`src/rtl/fusion_mac_ctrl.sv`:
```
// fusion_mac_ctrl: streams operand pairs into a fusion_unit and accumulates its packed products into four 32-bit lanes.
// Define FUSION_MAC_SAT_EN for saturating lane accumulation; otherwise lanes wrap modulo 2^32.
module fusion_mac_ctrl #(
  parameter int LEN_W = 16
) (
  input  logic              clk,
  input  logic              rst_n,
  input  logic              cfg_valid,
  output logic              cfg_ready,
  input  logic [1:0]        cfg_cfga,
  input  logic [1:0]        cfg_cfgb,
  input  logic              cfg_sa,
  input  logic              cfg_sb,
  input  logic [LEN_W-1:0]  cfg_len,
  input  logic              in_valid,
  output logic              in_ready,
  input  logic [7:0]        in_a,
  input  logic [7:0]        in_b,
  output logic [7:0]        fu_a,
  output logic [7:0]        fu_b,
  output logic              fu_sa,
  output logic              fu_sb,
  output logic [1:0]        fu_cfga,
  output logic [1:0]        fu_cfgb,
  input  logic [63:0]       fu_out,
  output logic              res_valid,
  input  logic              res_ready,
  output logic [127:0]      res_data,
  output logic [2:0]        res_lanes,
  output logic              res_err
);
  localparam logic [1:0] IDLE = 2'd0, RUN = 2'd1, FLUSH = 2'd2, DONE = 2'd3;
  logic [1:0] state, ca, cb;
  logic sa_r, sb_r, sgn, pend, cfg_fire, in_fire, bad;
  logic [LEN_W-1:0] cnt;
  logic [2:0] nl, cfg_nl;
  logic [31:0] acc [4];
  logic [31:0] add [4];
  logic [31:0] nxt [4];
  assign cfg_ready = state == IDLE;
  assign in_ready  = state == RUN;
  assign res_valid = state == DONE;
  assign cfg_fire  = cfg_valid && cfg_ready;
  assign in_fire   = in_valid && in_ready;
  assign bad       = (&cfg_cfga) | (&cfg_cfgb);
  assign sgn       = sa_r | sb_r;
  assign cfg_nl    = (cfg_cfga == 2'b10 && cfg_cfgb == 2'b10) ? 3'd1 :
                     ((cfg_cfga == 2'b10 && cfg_cfgb == 2'b01) ||
                      (cfg_cfga == 2'b01 && cfg_cfgb == 2'b10)) ? 3'd2 : 3'd4;
  assign res_lanes = nl;
  assign res_data  = {acc[3], acc[2], acc[1], acc[0]};
  for (genvar k = 0; k < 4; k++) begin : g_lane
    // 4-lane mode takes 16-bit fields; wider modes take whole 32-bit words
    if (k < 2) begin : g_lo
      assign add[k] = nl == 3'd1 ? (k == 0 ? fu_out[31:0] : 32'd0) :
                      nl == 3'd2 ? fu_out[32*k +: 32] :
                      {{16{sgn & fu_out[16*k+15]}}, fu_out[16*k +: 16]};
    end else begin : g_hi
      assign add[k] = nl == 3'd4 ? {{16{sgn & fu_out[16*k+15]}}, fu_out[16*k +: 16]} : 32'd0;
    end
`ifdef FUSION_MAC_SAT_EN
    logic [32:0] sum;
    assign sum    = {sgn & acc[k][31], acc[k]} + {sgn & add[k][31], add[k]};
    assign nxt[k] = sgn ? ((sum[32] ^ sum[31]) ? (sum[32] ? 32'h8000_0000 : 32'h7FFF_FFFF) : sum[31:0])
                        : (sum[32] ? 32'hFFFF_FFFF : sum[31:0]);
`else
    assign nxt[k] = acc[k] + add[k];
`endif
  end
  always_ff @(posedge clk or negedge rst_n) begin
    if (!rst_n) begin
      state   <= IDLE;
      ca      <= 2'd0;
      cb      <= 2'd0;
      sa_r    <= 1'b0;
      sb_r    <= 1'b0;
      cnt     <= '0;
      nl      <= 3'd0;
      pend    <= 1'b0;
      res_err <= 1'b0;
      fu_a    <= 8'd0;
      fu_b    <= 8'd0;
      fu_sa   <= 1'b0;
      fu_sb   <= 1'b0;
      fu_cfga <= 2'd0;
      fu_cfgb <= 2'd0;
      for (int i = 0; i < 4; i++) acc[i] <= 32'd0;
    end else begin
      pend <= in_fire;
      if (in_fire) begin
        fu_a    <= in_a;
        fu_b    <= in_b;
        fu_sa   <= sa_r;
        fu_sb   <= sb_r;
        fu_cfga <= ca;
        fu_cfgb <= cb;
        cnt     <= cnt - LEN_W'(1);
      end
      for (int i = 0; i < 4; i++)
        if (pend) acc[i] <= nxt[i];
        else if (cfg_fire) acc[i] <= 32'd0;
      if (cfg_fire) begin
        ca      <= cfg_cfga;
        cb      <= cfg_cfgb;
        sa_r    <= cfg_sa;
        sb_r    <= cfg_sb;
        cnt     <= cfg_len;
        nl      <= cfg_nl;
        res_err <= bad;
      end
      case (state)
        IDLE:    if (cfg_fire) state <= (bad || cfg_len == '0) ? DONE : RUN;
        RUN:     if (in_fire && cnt == LEN_W'(1)) state <= FLUSH;
        FLUSH:   state <= DONE;
        default: if (res_ready) state <= IDLE;
      endcase
    end
  end
endmodule
```
`config.mk`:
```
export PLATFORM = sky130hd
export DESIGN_NAME = fusion_mac_ctrl
export DESIGN_NICKNAME = d
export VERILOG_FILES = /design/src/rtl/fusion_mac_ctrl.sv
export SDC_FILE = /design/constraint.sdc
export NUM_CORES = 1
export LEC_CHECK = 0
export BUFFER_PORTS_ARGS = -buffer_cell sky130_fd_sc_hd__buf_2
export CELL_PAD_IN_SITES_DETAIL_PLACEMENT = 0
export CELL_PAD_IN_SITES_GLOBAL_PLACEMENT = 1
export CORE_MARGIN = 2
export CORE_UTILIZATION = 30
export DETAILED_ROUTE_END_ITERATION = 10
export GPL_TIMING_DRIVEN = 0
export HOLD_SLACK_MARGIN = 0.12
export PLACE_DENSITY = 0.73
export SETUP_SLACK_MARGIN = 0.2
export SYNTH_ARGS = -nofsm -noshare
export SYNTH_HDL_FRONTEND = slang
export SYNTH_SLANG_ARGS = --single-unit
```
`constraint.sdc`:
```
create_clock -name clk -period 7.87 [get_ports clk]
set_clock_uncertainty 0.1 [all_clocks]
set_input_delay 1.9675 -clock clk [delete_from_list [all_inputs] [get_ports clk]]
set_output_delay 1.9675 -clock clk [all_outputs]
set_load 0.1 [all_outputs]
```
==> qor.csv, run 1 <==
stage,metric,value,unit
clock_network,cts_root_buf,clkbuf_16,
sta,final.min_clock_period,5.16,ns
clock_network,hold_buffers,0,
synthesis,synth_edf_count,0,
run_status,status,"finished, final reports clean",
synthesis,async_reset_ff_share,100,%
placement,io_buffers,263,
floorplanning,die_y,221,um
floorplanning,die_area,48700,um^2
sta,tightest_slew,1.15,ns
setup_path,path_class,flop to flop,
sta,slew_headroom,22.6,%
synthesis,synth_seq_cells,179,
synthesis,synth.largest_area_cell,dfrtp_1,
global_routing,grt_usage,21.0,%
clock_network,post-cts-setup-buffers,0,
global_routing,grt_pass1_vias,13400,
setup_path,r2r-start,res_lanes[1],
setup_path,worstSetupStartpointType,flop,
setup_path,crit_path_end_kind,flop,
detailed_routing,routed_wl,51000,um
clock_network,cts_max_level,4,
detailed_routing,first_pass_iters,5,
detailed_routing,num_vias,13700,
synthesis,synth_top_area_share,31.8,%
setup_path,regToRegSetupSlack,2.71,ns
synthesis,ys_warn_count,0,
floorplanning,die_x,221,um
placement,dpl.cell_count,2605,
floorplanning,num_io_pins,264,
setup_path,critical_path.max_fanout,10,
detailed_routing,drc_errors,0,
clock_network,cts_buffers,17,
sta,timing.fmax,194,MHz
placement,hpwl,39500,um
synthesis,avgSynthCellArea,8.12,um^2
setup_path,cp-endpoint,res_data[94],
sta,setup_tns,0,ns
clock_network,clock_latency,0.50,ns
setup_path,slowest_stage,nor3_1,
setup_path,cp_data_arrival_time,5.45,ns
clock_network,cts_resized,0,
synthesis,netlist_area,14100,um^2
setup_path,r2r_end,res_data[94],
min_path,hp-class,flop to flop,
global_routing,grt_max_degree,96,
synthesis,ys_top_cells_by_area,"dfrtp_1 32%, ha_1 12%, nand2_1 9.8%, o21ai_0 5.5%, a21oi_1 4.3%",
clock_network,cts_tree,built,
setup_path,crit_top_cell,a21oi_1,
cells_and_area,nets,2259,
flow_run,max-cap-violations,0,
synthesis,yosys-top-cells-count,"369 x nand2_1, 179 x dfrtp_1, 156 x o21ai_0",
setup_path,crit_chain,"clkbuf_1, nor3_1, clkbuf_1, and2_1, ha_1, inv_1, fa_1, nand2b_1, a21oi_1, a21oi_1, a21oi_1, a211o_1, a221oi_4, o41ai_1, xor2_1, a22o_1",
detailed_routing,drt_iter0_drc,866,
clock_network,clock-sinks,179,
cells_and_area,drive_above_1_share,16.2,%
detailed_routing,drt-vias-per-instance,5.20,
clock_network,path_clk_slew,0.07,ns
clock_network,cts_buffer_depth,2,
synthesis,syn_nets,1976,
synthesis,seq_area_frac_synth,31.8,%
detailed_routing,ant_nets,0,
floorplanning,core_area,46500,um^2
detailed_routing,wl_per_cell,19.3,um
setup_path,crit_start,res_lanes[1],
global_routing,antenna_found_initial,6,
sta,fin_crit_sh,65.6,%
placement,place_congestion,0.903,
sta,finalHoldViolCount,0,
synthesis,ys.flop_type,dfrtp_1,
cells_and_area,area_growth,19.2,%
floorplanning,core.rowCount,79,
cells_and_area,stdcell_count,2639,
setup_path,worst-endpoint-required,8.16,ns
sta,finalSetupViolCount,0,
sta,rsz0062_at_grt,no,
global_routing,grt_pass1_wl,77000,um
synthesis,syn-instance-count,1734,
setup_path,critPathMaxStageDelay,0.98,ns
cells_and_area,fillers,4854,
synthesis,synth.most_common_cell,nand2_1,
setup_path,worstRegToRegCells,16,
sta,finalMaxSlewViolations,0,
floorplanning,initial_utilization,30.3,%
synthesis,synth_cell_type_count,80,
global_routing,grt-ovfl-total,0,
-- cells by family after synthesis --
logic type | Yosys count | share of synthesized area (%)
flip-flops | 179 | 31.8
multiplexers | 9 | 0.675
XOR/XNOR | 121 | 7.52
buffers and inverters | 118 | 3.17
adder cells (fa/ha/maj) | 135 | 12.2
AND/OR/NAND/NOR | 635 | 20.0
AO/OA/AOI/OAI | 537 | 24.6
-- cell usage in the layout, fill, tap and decap left out, types with 5 or more instances in the layout --
master     count
nand3_1       46
and3_1        11
dfrtp_1      179
o21ai_1       16
inv_1         46
or2_2          5
o211ai_1      11
nor3_1        21
o21ai_0      156
o22ai_1       22
a31oi_1       11
a22oi_1        5
nand2b_1      15
a21oi_1      122
o31a_1        16
a22o_1         9
o21bai_1      13
a211o_1        7
xnor2_1       67
mux2i_1        8
nor4_1        11
a21o_1        58
ha_1         131
o21a_1        25
clkbuf_16     17
o31ai_1        5
and2_1        40
clkbuf_1      65
nand2_1      369
a211oi_1      10
nor2b_1       11
xor2_1        54
nor2_1        74
buf_2        265
nand4_1       14
-- sequential cells by signal (all words and copies together), names as in the netlist --
register	count
res_data	128
cnt	16
fu_a	8
fu_b	8
res_lanes	3
ca	2
cb	2
fu_cfga	2
fu_cfgb	2
state	2
fu_sa	1
fu_sb	1
pend	1
res_err	1
sa_r	1
sb_r	1
-- how the worst min path moves through the flow --
stage | from | to | slack (ns) | cells after the start
final | ca[1] | fu_cfga[1] | 0.37 | 2
after CTS | ca[1] | fu_cfga[1] | 0.37 | 2
after global placement | ca[1] | fu_cfga[1] | 0.36 | 2
after floorplan | ca[0] | fu_cfga[0] | 0.34 | 2
after global routing | cb[1] | fu_cfgb[1] | 0.41 | 2
after detailed placement | ca[1] | fu_cfga[1] | 0.35 | 2
-- layer usage --
metal / routed length (um) / global-route usage (%)
met1: 23100 / 27.1
met4: 863 / 5.56
met3: 3600 / 5.99
met5: 21 / 0
met2: 23500 / 34.4
-- cell type report --
cell class | count | area, um^2 | share of cell area (%)
Clock inverter | 14 | 154 | 0.917
Buffer | 70 | 267 | 1.59
Tap cell | 607 | 759 | 4.52
Antenna cell | 2 | 5.00 | 0.0298
Multi-Input combinational cell | 1437 | 9160 | 54.6
Sequential cell | 179 | 4480 | 26.7
Clock buffer | 18 | 429 | 2.56
Inverter | 48 | 180 | 1.07
Timing Repair Buffer | 264 | 1350 | 8.06
-- through the flow --
| stage | util (%) | setup slack (ns) | hold WS [ns] | instance area [um^2] |
|---|---|---|---|---|
| finish | 36.1 | 2.71 | 0.370 | 16800 |
| global route | 36.1 | 2.39 | 0.406 | 16800 |
| CTS | 36.1 | 2.67 | 0.371 | 16800 |
| detailed placement | 34.9 | 2.61 | 0.352 | 16200 |
| global placement | 34.8 | 1.37 | 0.355 | 16200 |
| floorplan | - | 3.24 | 0.339 | 14100 |
-- worst max-delay path: cells and delay by family (launching register included) --
family                     cells  cell delay (ns)
AOI/OAI and AO/OA              7             1.64
and+or+nand+nor                3             1.39
buffers and inverters          3             0.81
adders and majority gates      2             0.60
DFF                            1             0.38
xor gates and xnor gates       1             0.12
Power of run 1 is left out: the tool's default activity adds up to more than one toggle a clock period on the data nets, which glitch-free logic cannot reach.
==> run 2: changes to the inputs <==
==> constraint.sdc (replaced) <==
create_clock -name clk -period 4.8 [get_ports clk]
set_clock_uncertainty 0.1 [all_clocks]
set_input_delay 1.2 -clock clk [delete_from_list [all_inputs] [get_ports clk]]
set_output_delay 1.2 -clock clk [all_outputs]
set_load 0.1 [all_outputs]
==> run 2 against run 1 <==
Sequential share of layout area down 0.093 points. Count of clock-buffer cells in the layout unchanged. Die area unchanged. Utilization up 0.13 points. Sequential cell count unchanged. Wire length about the same. Via count about the same. Maximum frequency up 21%. Cell count up 0.11%. Non-clock buffer count up 3. Final area up 0.35%. Critical path type unchanged. Critical endpoint is now res_data[62].
==> qor.csv, run 2 (synthesis gave the netlist of run 1 again) <==
stage,metric,value,unit
clock_network,hold_buffers,0,
sta,finalSetupViolCount,0,
global_routing,grt_pass1_vias,13400,
global_routing,grt_max_degree,96,
setup_path,cp_data_arrival_time,4.53,ns
clock_network,path_clk_slew,0.07,ns
placement,place_congestion,0.903,
detailed_routing,drt_iter0_drc,812,
sta,final.min_clock_period,4.28,ns
clock_network,cts_buffer_depth,2,
clock_network,cts_tree,built,
run_status,status,"finished, final reports clean",
clock_network,clock_latency,0.51,ns
sta,rsz0062_at_grt,no,
global_routing,antenna_found_initial,6,
detailed_routing,wl_per_cell,19.3,um
min_path,hp-class,flop to flop,
placement,hpwl,39500,um
setup_path,regToRegSetupSlack,0.52,ns
cells_and_area,mostFrequentLayoutCells,"369 x nand2_1, 265 x buf_2, 179 x dfrtp_1",
flow_run,max-cap-violations,0,
sta,setup_tns,0,ns
sta,timing.fmax,234,MHz
clock_network,cts_buffers,17,
sta,finalMaxSlewViolations,0,
cells_and_area,nets,2262,
floorplanning,initial_utilization,30.3,%
global_routing,grt-ovfl-total,0,
floorplanning,die_y,221,um
sta,slew_headroom,33.4,%
detailed_routing,ant_nets,0,
floorplanning,core.rowCount,79,
setup_path,crit_path_end_kind,flop,
sta,fin_crit_sh,89.1,%
floorplanning,die_area,48700,um^2
setup_path,worst-endpoint-required,5.06,ns
detailed_routing,first_pass_iters,5,
placement,io_buffers,263,
cells_and_area,final_common_cell,nand2_1,
detailed_routing,routed_wl,51000,um
setup_path,path_class,flop to flop,
floorplanning,num_io_pins,264,
clock_network,clock-sinks,179,
clock_network,cts_root_buf,clkbuf_16,
cells_and_area,area_growth,19.6,%
cells_and_area,fin_util,36.3,%
sta,finalHoldViolCount,0,
floorplanning,core_area,46500,um^2
sta,tightest_slew,0.999,ns
detailed_routing,drc_errors,0,
cells_and_area,largest_reg_flops,128,
cells_and_area,drive_above_1_share,16.9,%
detailed_routing,drt-vias-per-instance,5.19,
cells_and_area,fillers,4850,
global_routing,grt_pass1_wl,77100,um
setup_path,worstSetupStartpointType,flop,
floorplanning,die_x,221,um
detailed_routing,num_vias,13700,
setup_path,critical_path.max_fanout,10,
clock_network,cts_max_level,4,
global_routing,grt_usage,21.0,%
run 2: stage by stage:
stage	area, um^2	hold slack [ns]	std cells	worst slack, ns
floorplan	14100	0.339	1734	0.557
global placement	16200	0.355	2604	-0.933
detailed placement	16200	0.352	2605	-0.387
CTS	16800	0.371	2637	0.258
global route	16800	0.406	2640	0.209
finish	16800	0.370	2642	0.523
run 2: path summary, 6_finish.rpt:
path,start,endpoint,cells after the start
max,res_lanes[2],res_data[62],18
min reg2reg,ca[1],fu_cfga[1],2
min in group asynchronous,rst_n,cnt[11],1
max reg2reg,res_lanes[2],res_data[62],18
min,ca[1],fu_cfga[1],2
max in group asynchronous,rst_n,res_data[119],2
run 2: worst max-delay path, stage by stage, from the launching register on:
cell and delay [ns]:
dfrtp_1 0.40, clkbuf_2 0.28, nor2_1 0.08, nand2_1 0.25, clkbuf_2 0.29, nand2_1 0.11, a21oi_1 0.16, ha_1 0.19
inv_1 0.06, fa_1 0.40, nand2b_1 0.19, a21oi_1 0.25, o21ai_0 0.14, o211ai_1 0.35, o21ai_2 0.18, o21ai_1 0.27
a31oi_1 0.17, mux2i_1 0.17, o21ai_0 0.09
run 2: area by class of cell:
cell class	count	area, um^2	share of cell area, %
inverter	48	180	1.07
timing repair buffer	267	1380	8.17
tap	607	759	4.51
multi-input combinational	1437	9190	54.5
clock buffer	18	429	2.55
antenna	2	5.00	0.0297
buffer	70	275	1.63
sequential	179	4480	26.6
clock inverter	14	154	0.913
run 2: per-layer routing:
| metal | track usage (%) | up-vias | share of wire (%) |
|---|---|---|---|
| met3 | 5.81 | 54 | 7.0 |
| met1 | 27.1 | 6537 | 45 |
| met5 | 0 | - | 0.041 |
| li1 | - | 6758 | - |
| met2 | 34.3 | 365 | 46 |
| met4 | 6.13 | 4 | 1.9 |
run 2: timing repair:
item                       CTS  global route
pin swaps                    0             1
gates resized for setup      7             9
buffers inserted             0             3
setup endpoints to repair   29            18
Power of run 2 is left out for the same reason.
==> run 3: changes to the inputs <==
--- a/config.mk
+++ b/config.mk
@@ -5,11 +5,13 @@
 export SDC_FILE = /design/constraint.sdc
 export NUM_CORES = 1
 export LEC_CHECK = 0
+export ABC_CLOCK_PERIOD_IN_PS = 4800
 export BUFFER_PORTS_ARGS = -buffer_cell sky130_fd_sc_hd__buf_2
 export CELL_PAD_IN_SITES_DETAIL_PLACEMENT = 0
 export CELL_PAD_IN_SITES_GLOBAL_PLACEMENT = 1
 export CORE_MARGIN = 2
 export CORE_UTILIZATION = 30
+export CTS_BUF_LIST = sky130_fd_sc_hd__clkbuf_2 sky130_fd_sc_hd__clkbuf_4 sky130_fd_sc_hd__clkbuf_8
 export DETAILED_ROUTE_END_ITERATION = 10
 export GPL_TIMING_DRIVEN = 0
 export HOLD_SLACK_MARGIN = 0.12
==> run 3 against run 2 <==
Sequential cell count is the same. Wire length about the same. Count of clock-buffer cells in the layout did not move. Critical path type unchanged. Global-route usage about the same. First-iteration DRC count increased by 8.9%. Utilization decreased by 0.40 points. Final area fell by 1.1%. Sequential share of layout area up 0.30 points. Die area unchanged. Via count decreased by 0.11%. Critical path depth down 1.
==> qor.csv, run 3 (synthesis gave the netlist of run 1 again) <==
stage,metric,value,unit
setup_path,crit_start,res_lanes[0],
flow_run,max-cap-violations,0,
setup_path,critical_path.max_fanout,10,
detailed_routing,ant_nets,0,
cells_and_area,area_growth,18.3,%
global_routing,grt_pass1_wl,77000,um
detailed_routing,wl_per_cell,19.3,um
global_routing,groute.layer.met1.usage,27.1,%
sta,final.min_clock_period,4.27,ns
setup_path,crit_path_end_kind,flop,
clock_network,cts_root_buf,clkbuf_8,
clock_network,clock-sinks,179,
setup_path,worstSetupStartpointType,flop,
floorplanning,die_area,48700,um^2
sta,timing.fmax,234,MHz
detailed_routing,routed_wl,51000,um
sta,rsz0062_at_grt,no,
floorplanning,core.rowCount,79,
floorplanning,num_io_pins,264,
clock_network,cts_buffer_depth,2,
global_routing,grt-ovfl-total,0,
sta,finalHoldViolCount,0,
detailed_routing,drt-vias-per-instance,5.19,
min_path,hp-class,flop to flop,
sta,finalMaxSlewViolations,0,
global_routing,grt_max_degree,96,
run_status,status,"finished, final reports clean",
clock_network,cts_buffers,17,
sta,slew_headroom,32.4,%
setup_path,r2r-start,res_lanes[0],
global_routing,grt_pass1_vias,13400,
cells_and_area,nets,2262,
sta,worst_hold_slack,0.376,ns
setup_path,regToRegSetupSlack,0.53,ns
cells_and_area,final_common_cell,nand2_1,
setup_path,path_class,flop to flop,
detailed_routing,first_pass_iters,5,
setup_path,cp_data_arrival_time,4.60,ns
placement,place_congestion,0.903,
floorplanning,die_x,221,um
setup_path,worstRegToRegCells,17,
placement,hpwl,39500,um
clock_network,cts_tree,built,
global_routing,antenna_found_initial,6,
detailed_routing,drc_errors,0,
cells_and_area,fin_util,35.9,%
global_routing,grt_usage,21.0,%
floorplanning,die_y,221,um
sta,tightest_slew,1.01,ns
setup_path,worst-endpoint-required,5.13,ns
placement,io_buffers,263,
setup_path,r2r_end,res_data[62],
setup_path,cp-endpoint,res_data[62],
detailed_routing,num_vias,13700,
clock_network,path_clk_slew,0.11,ns
detailed_routing,drt_iter0_drc,884,
cells_and_area,mostFrequentLayoutCells,"369 x nand2_1, 265 x buf_2, 179 x dfrtp_1",
cells_and_area,drive_above_1_share,16.9,%
sta,fin_crit_sh,89.0,%
sta,finalSetupViolCount,0,
floorplanning,initial_utilization,30.3,%
global_routing,grtUsageMet2,34.3,%
sta,setup_tns,0,ns
clock_network,clock_latency,0.58,ns
global_routing,grt_busiest_layer,met2,
clock_network,cts_max_level,4,
floorplanning,core_area,46500,um^2
cells_and_area,fillers,4870,
cells_and_area,largest_reg_flops,128,
global_routing,grt_util_met3,5.77,%
-- run 3: final cells by class --
type | instances | area [um^2] | area share, %
Buffer | 70 | 275 | 1.65
Timing Repair Buffer | 267 | 1380 | 8.26
Tap cell | 607 | 759 | 4.56
Clock inverter | 14 | 154 | 0.924
Inverter | 48 | 180 | 1.08
Antenna cell | 2 | 5.00 | 0.0300
Clock buffer | 18 | 241 | 1.45
Multi-Input combinational cell | 1437 | 9190 | 55.2
Sequential cell | 179 | 4480 | 26.9
-- run 3: how the worst min path moves through the flow --
stage                     startpoint          to  cells after the start
after floorplan                ca[0]  fu_cfga[0]                      2
after global placement         ca[1]  fu_cfga[1]                      2
after detailed placement       ca[1]  fu_cfga[1]                      2
after CTS                      ca[1]  fu_cfga[1]                      2
after global routing           cb[1]  fu_cfgb[1]                      2
final                          ca[1]  fu_cfga[1]                      2
-- run 3: critical path, cell delays in order, from the launching register on --
cell	delay [ns]
dfrtp_1	0.65
nor2_1	0.11
nand2_1	0.25
clkbuf_2	0.29
nand2_1	0.11
a21oi_1	0.16
ha_1	0.19
inv_1	0.06
fa_1	0.40
nand2b_1	0.19
a21oi_1	0.26
o21ai_0	0.14
o211ai_1	0.34
o21ai_2	0.17
o21ai_1	0.26
a31oi_1	0.17
mux2i_1	0.17
o21ai_0	0.09
-- run 3: routing by layer --
metal	wire length (um)	up-vias
met2	23400	389
li1	-	6756
met5	21	-
met4	962	4
met3	3720	57
met1	22900	6497
-- run 3: metrics by stage --
| step | cells | setup WS, ns | instance area [um^2] |
|---|---|---|---|
| floorplan | 1734 | 0.557 | 14100 |
| finish | 2642 | 0.530 | 16700 |
| CTS | 2637 | 0.253 | 16600 |
| global route | 2640 | 0.205 | 16700 |
| detailed placement | 2605 | -0.387 | 16200 |
| global placement | 2604 | -0.933 | 16200 |
-- run 3: timing repair --
item | CTS | global route
endpoints found under the setup margin | 30 | 21
hold endpoints to repair | 0 | 0
hold buffers | 0 | 0
gates cloned | 0 | 0
buffers inserted | 0 | 3
pin swaps | 0 | 0
gates resized for setup | 7 | 9
Power of run 3 is left out for the same reason.
